[config.mk]
export PLATFORM = sky130hd
export DESIGN_NAME = mux_arbiter
export DESIGN_NICKNAME = d
export VERILOG_FILES = /design/src/rtl/mux_arbiter.sv
export SDC_FILE = /design/constraint.sdc
export NUM_CORES = 1
export LEC_CHECK = 0
export ABC_AREA = 0
export CAP_MARGIN = 40
export CORE_AREA = 10 10 47 49
export DETAILED_ROUTE_END_ITERATION = 8
export DIE_AREA = 0 0 57 59
export PLACE_DENSITY = 0.72
export SLEW_MARGIN = 5
export SYNTH_ARGS = -nofsm -noshare
export SYNTH_HDL_FRONTEND = slang
export SYNTH_SLANG_ARGS = --single-unit
[constraint.sdc]
create_clock -name clk -period 1.9 [get_ports clk]
set_clock_uncertainty 0.1 [all_clocks]
set_input_delay 0.475 -clock clk [delete_from_list [all_inputs] [get_ports clk]]
set_output_delay 0.475 -clock clk [all_outputs]
set_load 0.02 [all_outputs]
[src/rtl/mux_arbiter.sv]
// Two-requester arbiter for a shared 1-bit channel with round-robin tie-break
// and a bounded hold time while the other requester waits.
module mux_arbiter #(
   parameter int MAX_HOLD = 4
) (
   input  logic clk,
   input  logic reset,
   input  logic req_a,
   input  logic req_b,
   input  logic data_a,
   input  logic data_b,
   output logic gnt_a,
   output logic gnt_b,
   output logic sel,
   output logic y,
   output logic y_valid
);

   typedef enum logic [1:0] {
      IDLE  = 2'd0,
      OWN_A = 2'd1,
      OWN_B = 2'd2
   } state_t;

   localparam logic [3:0] HOLD_MAX  = 4'(MAX_HOLD);
   localparam logic [3:0] HOLD_LAST = 4'(MAX_HOLD - 1);

   state_t     state_reg, state_next;
   logic [3:0] hold_cnt_reg, hold_cnt_next;
   logic       last_a_reg, last_a_next;
   logic       sel_reg, sel_next;
   logic       gnt_a_reg, gnt_b_reg;
   logic       hold_expired;

   // ">=" rather than "==" so a competitor arriving after the counter has
   // saturated still gets the channel instead of waiting forever.
   assign hold_expired = (hold_cnt_reg >= HOLD_LAST);

   always_comb begin
      state_next    = state_reg;
      hold_cnt_next = hold_cnt_reg;
      last_a_next   = last_a_reg;
      sel_next      = sel_reg;

      case (state_reg)
         IDLE: begin
            if (req_a && req_b)
               state_next = last_a_reg ? OWN_B : OWN_A;
            else if (req_a)
               state_next = OWN_A;
            else if (req_b)
               state_next = OWN_B;
         end
         OWN_A: begin
            if (!req_a)
               state_next = req_b ? OWN_B : IDLE;
            else if (req_b && hold_expired)
               state_next = OWN_B;
         end
         OWN_B: begin
            if (!req_b)
               state_next = req_a ? OWN_A : IDLE;
            else if (req_a && hold_expired)
               state_next = OWN_A;
         end
         default: state_next = IDLE;
      endcase

      if (state_next != state_reg)
         hold_cnt_next = 4'd0;
      else if (state_reg != IDLE && hold_cnt_reg < HOLD_MAX)
         hold_cnt_next = hold_cnt_reg + 4'd1;

      if (state_next == OWN_A) begin
         sel_next = 1'b1;
         if (state_reg != OWN_A)
            last_a_next = 1'b1;
      end else if (state_next == OWN_B) begin
         sel_next = 1'b0;
         if (state_reg != OWN_B)
            last_a_next = 1'b0;
      end
   end

   always_ff @(posedge clk) begin
      if (reset) begin
         state_reg    <= IDLE;
         hold_cnt_reg <= 4'd0;
         last_a_reg   <= 1'b0;
         sel_reg      <= 1'b0;
         gnt_a_reg    <= 1'b0;
         gnt_b_reg    <= 1'b0;
      end else begin
         state_reg    <= state_next;
         hold_cnt_reg <= hold_cnt_next;
         last_a_reg   <= last_a_next;
         sel_reg      <= sel_next;
         gnt_a_reg    <= (state_next == OWN_A);
         gnt_b_reg    <= (state_next == OWN_B);
      end
   end

   assign gnt_a   = gnt_a_reg;
   assign gnt_b   = gnt_b_reg;
   assign sel     = sel_reg;
   assign y       = sel_reg ? data_a : data_b;
   assign y_valid = gnt_a_reg | gnt_b_reg;

endmodule
Word level (Yosys, flattened, before mapping)

Index checks and enable logic that the tools add are counted.

$add $sub $neg: 1
Order comparisons: 2
Equality and inequality tests: 8
Mux-type cells: 18
Bitwise operators: 1
Reductions and logical operators: 10

Operators by type and width:

| cell                  | count |
|---|---|
| $mux W2               | 9 |
| $mux W1               | 8 |
| $pmux W2 S3           | 1 |
| $reduce_bool A2 Y1    | 3 |
| $add A4 B1 Y4 const B | 1 |
| $eq A2 B1 Y1 const B  | 2 |
| $eq A2 B2 Y1 const B  | 2 |
| $ge A4 B2 Y1 const B  | 1 |
| $logic_and A1 B1 Y1   | 4 |
| $lt A4 B3 Y1 const B  | 1 |
| $ne A2 B1 Y1 const B  | 2 |
| $reduce_and A3 Y1     | 1 |
| $logic_not A2 Y1      | 1 |
| $ne A2 B2 Y1          | 1 |
| $ne A2 B2 Y1 const B  | 1 |
| $reduce_or A2 Y1      | 1 |
| $or A1 B1 Y1          | 1 |

Flip-flop bits (word level): 10
Input bits: 6
Word-level logic and storage cells: 46

Logic depth before layout (Yosys ltp)

Gate-level depths: netlist of run 1.

Depth after elaboration: 8
Gate-level depth with buffers: 9
Mapped depth without buffers: 9

Worst setup path before layout of run 1

No wires, ideal clock.

Kind: input -> register
Start: in req_a
End: reg last_a_reg
Library setup time: 0.122 ns
Data arrival time: 1.834 ns
Setup slack: -0.155 ns
Cell stages on the path: 8
Buffers on the path: 0
Path through: or4b_1 > and3_1 > o311ai_1 > inv_1 > ha_1 > a21oi_1 > o21ai_0 > a21oi_1

Longest elaborated chain between the ends: 7
Elaborated cells between the ends (all ways): 16

RTL lines:

| element                                                             | line   | RTL |
|---|---|---|
| start, declared                                                     | 8      | `input logic req_a,` |
| $logic_and A1 B1 Y1                                                 | 63     | `else if (req_a && hold_expired)` |
| $mux W2                                                             | 63     |  |
| $mux W2                                                             | 61     | `if (!req_b)` |
| $pmux W2 S3 *                                                       | 45     | `case (state_reg)` |
| named net state_next[1]                                             | 28     | `state_t state_reg, state_next;` |
| $eq A2 B1 Y1 / $eq A2 B2 Y1 (equally long branches)                 | 74, 78 |  |
| $ne A2 B1 Y1 (no line) / $reduce_bool A2 Y1 (equally long branches) | -      |  |
| $reduce_and A3 Y1 (no line)                                         | -      |  |
| end signal, assigned                                                | 96     | `last_a_reg <= last_a_next;` |
| end, declared                                                       | 30     | `logic last_a_reg, last_a_next;` |

Mark *: on every way through the listed nets, which the timed path passes. The rest lies on a longest branch.
A chain may end at the register's enable or synchronous reset.

Final worst setup path of run 1

Start: reg state_reg[1]
End: reg sel_reg (netlist: sel)

Longest elaborated chain between the ends: 6
Elaborated cells between the ends (all ways): 15

RTL lines:

| element                                              | line   | RTL |
|---|---|---|
| start, declared                                      | 28     |  |
| start signal, assigned                               | 94     | `state_reg <= state_next;` |
| $mux W2                                              | 51     | `else if (req_b)` |
| $mux W2                                              | 49     | `else if (req_a)` |
| $mux W2                                              | 47     | `if (req_a && req_b)` |
| $pmux W2 S3 *                                        | 45     |  |
| named net state_next[1]                              | 28     |  |
| $eq A2 B1 Y1 / $eq A2 B2 Y1 (equally long branches)  | 74, 78 |  |
| $mux W1 / $reduce_bool A2 Y1 (equally long branches) | -      |  |
| end signal, assigned                                 | 97     | `sel_reg <= sel_next;` |
| end, declared                                        | 31     | `logic sel_reg, sel_next;` |

Marks and branches as above.

==> results of run 1 <==
final cells by class:
type / count / area share
multi-input cells: 47 / 0.424
repair buffers: 32 / 0.277
flip-flops and latches: 10 / 0.222
clock buffers: 4 / 0.0392
well taps: 16 / 0.0217
inverters: 4 / 0.0162
worst paths after layout:
kind	start	endpoint	slack, ns	depth (start not counted)
max	state_reg[1]	sel	-0.05	7
max reg2reg	state_reg[1]	sel	-0.05	7
min reg2reg	hold_cnt_reg[3]	hold_cnt_reg[3]	0.45	1
min	hold_cnt_reg[3]	hold_cnt_reg[3]	0.45	1
worst max-delay path, cell delays in order (launching register included):
cell and delay [ns]:
dfxtp_2 0.32, or4b_4 0.54, and3_4 0.18, o311ai_4 0.06, inv_1 0.12, ha_4 0.30
mux2i_1 0.19, nor2_1 0.05
power breakdown:
part / internal (W) / leakage, nW / total, W / switching (W)
Combinational: 0.0000958 / 0.287 / 0.000185 / 0.0000897
Clock: 0.000116 / 0.0210 / 0.000193 / 0.0000764
Sequential: 0.000223 / 0.0834 / 0.000230 / 0.00000796
Total: 0.000435 / 0.392 / 0.000609 / 0.000174
routing by layer:
layer	vias up	global-route usage	routed length, um
met3	4	0.0365	60
met4	0	0.0302	21
li1	298	-	-
met2	6	0.157	905
met5	-	0	0
met1	295	0.0910	623
logic make-up after synthesis:
logic type,share of synthesized area
and+or+nand+nor,0.264
xor gates and xnor gates,0.0165
muxes,0.0588
AOI/OAI and AO/OA,0.179
DFF,0.376
buffers and inverters,0.0353
adders and majority gates,0.0706
cells in the final DEF (no fill, tap or decap), types with 2 or more instances in the layout:
master           count
a21oi_1              2
buf_4               21
clkbuf_4             3
clkdlybuf4s50_1      6
dfxtp_1              6
dfxtp_2              4
dlygate4sd2_1        2
ha_4                 2
inv_1                4
mux2i_1              2
nand2_1              4
nor2_1               5
nor2b_1              2
nor3_1               5
o21ai_1              3
metrics by stage:
| step | utilization | setup TNS, ns |
|---|---|---|
| floorplan | - | -0.156 |
| global placement | 0.552 | -2.92 |
| detailed placement | 0.552 | -3.26 |
| CTS | 0.609 | -0.0886 |
| global route | 0.660 | -0.276 |
| finish | 0.660 | -0.102 |
what timing repair did:
action                     CTS  global route
setup buffers                3             5
pin swaps                    2             2
setup endpoints to repair    6             3
gates resized for setup     16            10
hold buffers                 0             0
==> flow_summary.yaml, run 1 <==
status:
  outcome: "complete, but fails checks"
  violations: "negative setup slack"
detailed_routing:
  vias: 603
  first_pass_iters: 4
  viasPerCell: 5.34
  antenna_left: 0
  wl_per_cell_um: 14.2
  drtIter0Drc: 19
  drt-total-wl_um: 1610
  drcViolationCount: 0
synth:
  synth_edf_count: 0
  netlist_area_um2: 532
  synth.ff_latch_count: 10
  synthTopCellsByArea: "dfxtp_1, ha_1, nor3_1, mux2i_1, nor2_1"
  ys_seq_area_frac: 0.376
  async_flop_share: 0
  synth_top_area_frac: 0.376
  avgSynthCellArea_um2: 8.58
  synth_commonest_cells: "dfxtp_1, nor3_1, nor2_1"
  syn_inst: 62
  synth.distinct_cells: 29
  synthesis.nets: 71
  yosysMostFrequentCell: "dfxtp_1"
  yosysWarnings: 0
  synth.largest_area_cell: "dfxtp_1"
  synth_flop_cell: "dfxtp_1"
critical_path:
  cp_data_arrival_time_ns: 2.02
  worstSetupPathType: "register to register"
  required_ns: 1.97
  end_kind: "register"
  critical_path.max_fanout: 3
  crit_path_start_kind: "register"
clock_tree:
  ctsRootBufferMaster: "clkbuf_4"
  clkTransAtPathRegs_ns: 0.07
  htreeDepth: 1
  clock_latency_ns: 0.27
  tritoncts: "done"
  clock_path_buffers: 2
  cts_inserted_buffers: 3
  cts_num_sinks: 10
cells_and_area:
  seqCellArea_um2: 205
  fillers: 120
  antenna_cells: 0
  largest_reg_flops: 4
  multi_input_area_um2: 392
  final_nets: 107
  drive_gt1_frac: 0.485
  instances_no_fill: 113
  syn2layout_area_growth_pct: 73.9
  fin_area_um2: 925
global_route:
  track_usage: 0.0880
  grt_antenna_before_repair: 0
  grt_start_max_net_pins: 12
  grt_overflow: 0
  grt_first_pass_wirelength_um: 2370
  grt_pass1_vias: 549
floorplan:
  start_util: 0.379
  dieArea_um2: 3360
  std_cell_rows: 14
  num_io_pins: 11
  fp.coreArea_um2: 1400
  die_x_um: 57
  dieHeight_um: 59
timing:
  relSlewSlack: 0.696
  tightest_slew_ns: 0.453
  rsz0062_at_grt: "true"
  finalCritPeriodShare: 1.03
  fin_crit_ns: 1.95
  max_freq_mhz: 512
  fin_ws_ns: -0.0525
  maxSlewViolCount: 0
  setup_viol: 2
  fin_hold_ws_ns: 0.448
  hold_viol_final: 0
hold_path:
  hold_class: "register to register"
placed_design:
  hpwl_um: 1040
  portBuffers: 10
  finalWeightedCongestion: 0.779
  placed_area_um2: 773
  place_ws_ns: -0.627
  placed_cells: 101
pwr:
  p_per_area_nw_per_um2: 658
  totalPowerFinal_w: 0.000609
  peakVddDrop_uv: 471
  leakage_nw: 0.392
run:
  max_cap_violations: 0
Note: power is estimated with default switching activity, not from simulation.
==> run 2: changes to the inputs <==
--- a/config.mk
+++ b/config.mk
@@ -11,6 +11,7 @@
 export DETAILED_ROUTE_END_ITERATION = 8
 export DIE_AREA = 0 0 57 59
 export PLACE_DENSITY = 0.72
+export SETUP_SLACK_MARGIN = 0.05
 export SLEW_MARGIN = 5
 export SYNTH_ARGS = -nofsm -noshare
 export SYNTH_HDL_FRONTEND = slang
==> flow_summary.yaml, run 2 (synthesis results as in run 1) <==
status:
  outcome: "complete, but fails checks"
  violations: "negative setup slack"
clock_tree:
  ctsRootBufferMaster: "clkbuf_4"
  clkTransAtPathRegs_ns: 0.06
  cts_inserted_buffers: 3
  cts_num_sinks: 10
  htreeDepth: 1
  tritoncts: "done"
  holdBufCountCts: 0
  clock_path_buffers: 2
  clock_latency_ns: 0.27
timing:
  fin_hold_ws_ns: 0.445
  relSlewSlack: 0.694
  fin_tns_setup_ns: -0.118
  setup_viol: 2
  rsz0062_at_grt: "true"
  fin_crit_ns: 1.97
  fin_ws_ns: -0.0743
  tightest_slew_ns: 0.456
  max_freq_mhz: 507
  maxSlewViolCount: 0
  hold_viol_final: 0
  finalCritPeriodShare: 1.04
pwr:
  peakVddDrop_uv: 470
  p_per_area_nw_per_um2: 653
  leakage_nw: 0.416
  totalPowerFinal_w: 0.000609
critical_path:
  required_ns: 1.96
  critical_path.max_fanout: 3
  worstSetupPathType: "register to register"
  end_kind: "register"
  crit_path_start_kind: "register"
  cp_data_arrival_time_ns: 2.03
detailed_routing:
  vias: 592
  drcViolationCount: 0
  wl_per_cell_um: 14.6
  viasPerCell: 5.38
  first_pass_iters: 4
  drt-total-wl_um: 1600
  antenna_left: 0
  drtIter0Drc: 12
cells_and_area:
  largest_reg_flops: 4
  final_nets: 104
  syn2layout_area_growth_pct: 75.3
  fin_area_um2: 932
  antenna_cells: 0
  final_common_cell: "buf_4"
  final_cell_mix: "buf_4, dfxtp_1, nor2_1, nor3_1"
  drive_gt1_frac: 0.500
placed_design:
  placed_area_um2: 773
  hpwl_um: 1040
  finalWeightedCongestion: 0.779
  portBuffers: 10
global_route:
  grt_first_pass_wirelength_um: 2480
  track_usage: 0.0915
  grt_antenna_before_repair: 0
  grt_overflow: 0
  grt_start_max_net_pins: 12
  grt_pass1_vias: 567
run:
  max_cap_violations: 0
floorplan:
  num_io_pins: 11
  dieArea_um2: 3360
  std_cell_rows: 14
  die_x_um: 57
  dieHeight_um: 59
  fp.coreArea_um2: 1400
  start_util: 0.379
hold_path:
  hold_class: "register to register"
==> run 2: worst max-delay path, cell delays in order, from the launching register on <==
cell,delay [ns]
dfxtp_2,0.34
ha_4,0.15
or3_4,0.34
nand3_2,0.09
o211ai_1,0.14
buf_4,0.18
ha_4,0.28
a21oi_2,0.04
o21ai_1,0.14
a21oi_1,0.07
==> run 2: worst paths after layout <==
check / startpoint / endpoint / slack [ns] / depth (start not counted)
min reg2reg: hold_cnt_reg[3] / hold_cnt_reg[3] / 0.45 / 1
max: hold_cnt_reg[0] / last_a_reg / -0.07 / 9
max reg2reg: hold_cnt_reg[0] / last_a_reg / -0.07 / 9
min: hold_cnt_reg[3] / hold_cnt_reg[3] / 0.45 / 1
==> run 2: per-layer routing <==
| metal | vias up | global-route usage | wire length, um |
|---|---|---|---|
| met5 | - | 0 | 0 |
| met4 | 0 | 0.0302 | 38 |
| met3 | 6 | 0.0365 | 68 |
| met2 | 10 | 0.163 | 869 |
| met1 | 285 | 0.0959 | 627 |
| li1 | 291 | - | - |
==> run 2: per-stage QoR <==
step,utilization,worst slack (ns),std cells
after CTS,0.622,-0.0445,108
after global routing,0.665,-0.152,110
after floorplan,-,-0.0840,62
after global placement,0.552,-0.601,101
final,0.665,-0.0743,110
after detailed placement,0.552,-0.627,101
==> run 2: timing repair <==
item,in CTS,in global routing
gates resized for setup,22,14
buffers inserted,3,3
pin swaps,3,6
setup endpoints to repair,6,6
==> run 2: area by class of cell <==
| type | instances | area (um^2) |
|---|---|---|
| Clock buffer | 4 | 36.3 |
| Fill cell | 119 | 469 |
| Inverter | 4 | 15.0 |
| Multi-Input combinational cell | 47 | 408 |
| Sequential cell | 10 | 205 |
| Tap cell | 16 | 20.0 |
| Timing Repair Buffer | 29 | 248 |
==> run 2: power breakdown <==
| part | switching [W] | internal (W) |
|---|---|---|
| logic | 0.0000934 | 0.0000960 |
| clock network | 0.0000726 | 0.000116 |
| registers | 0.00000801 | 0.000223 |
| total | 0.000174 | 0.000435 |
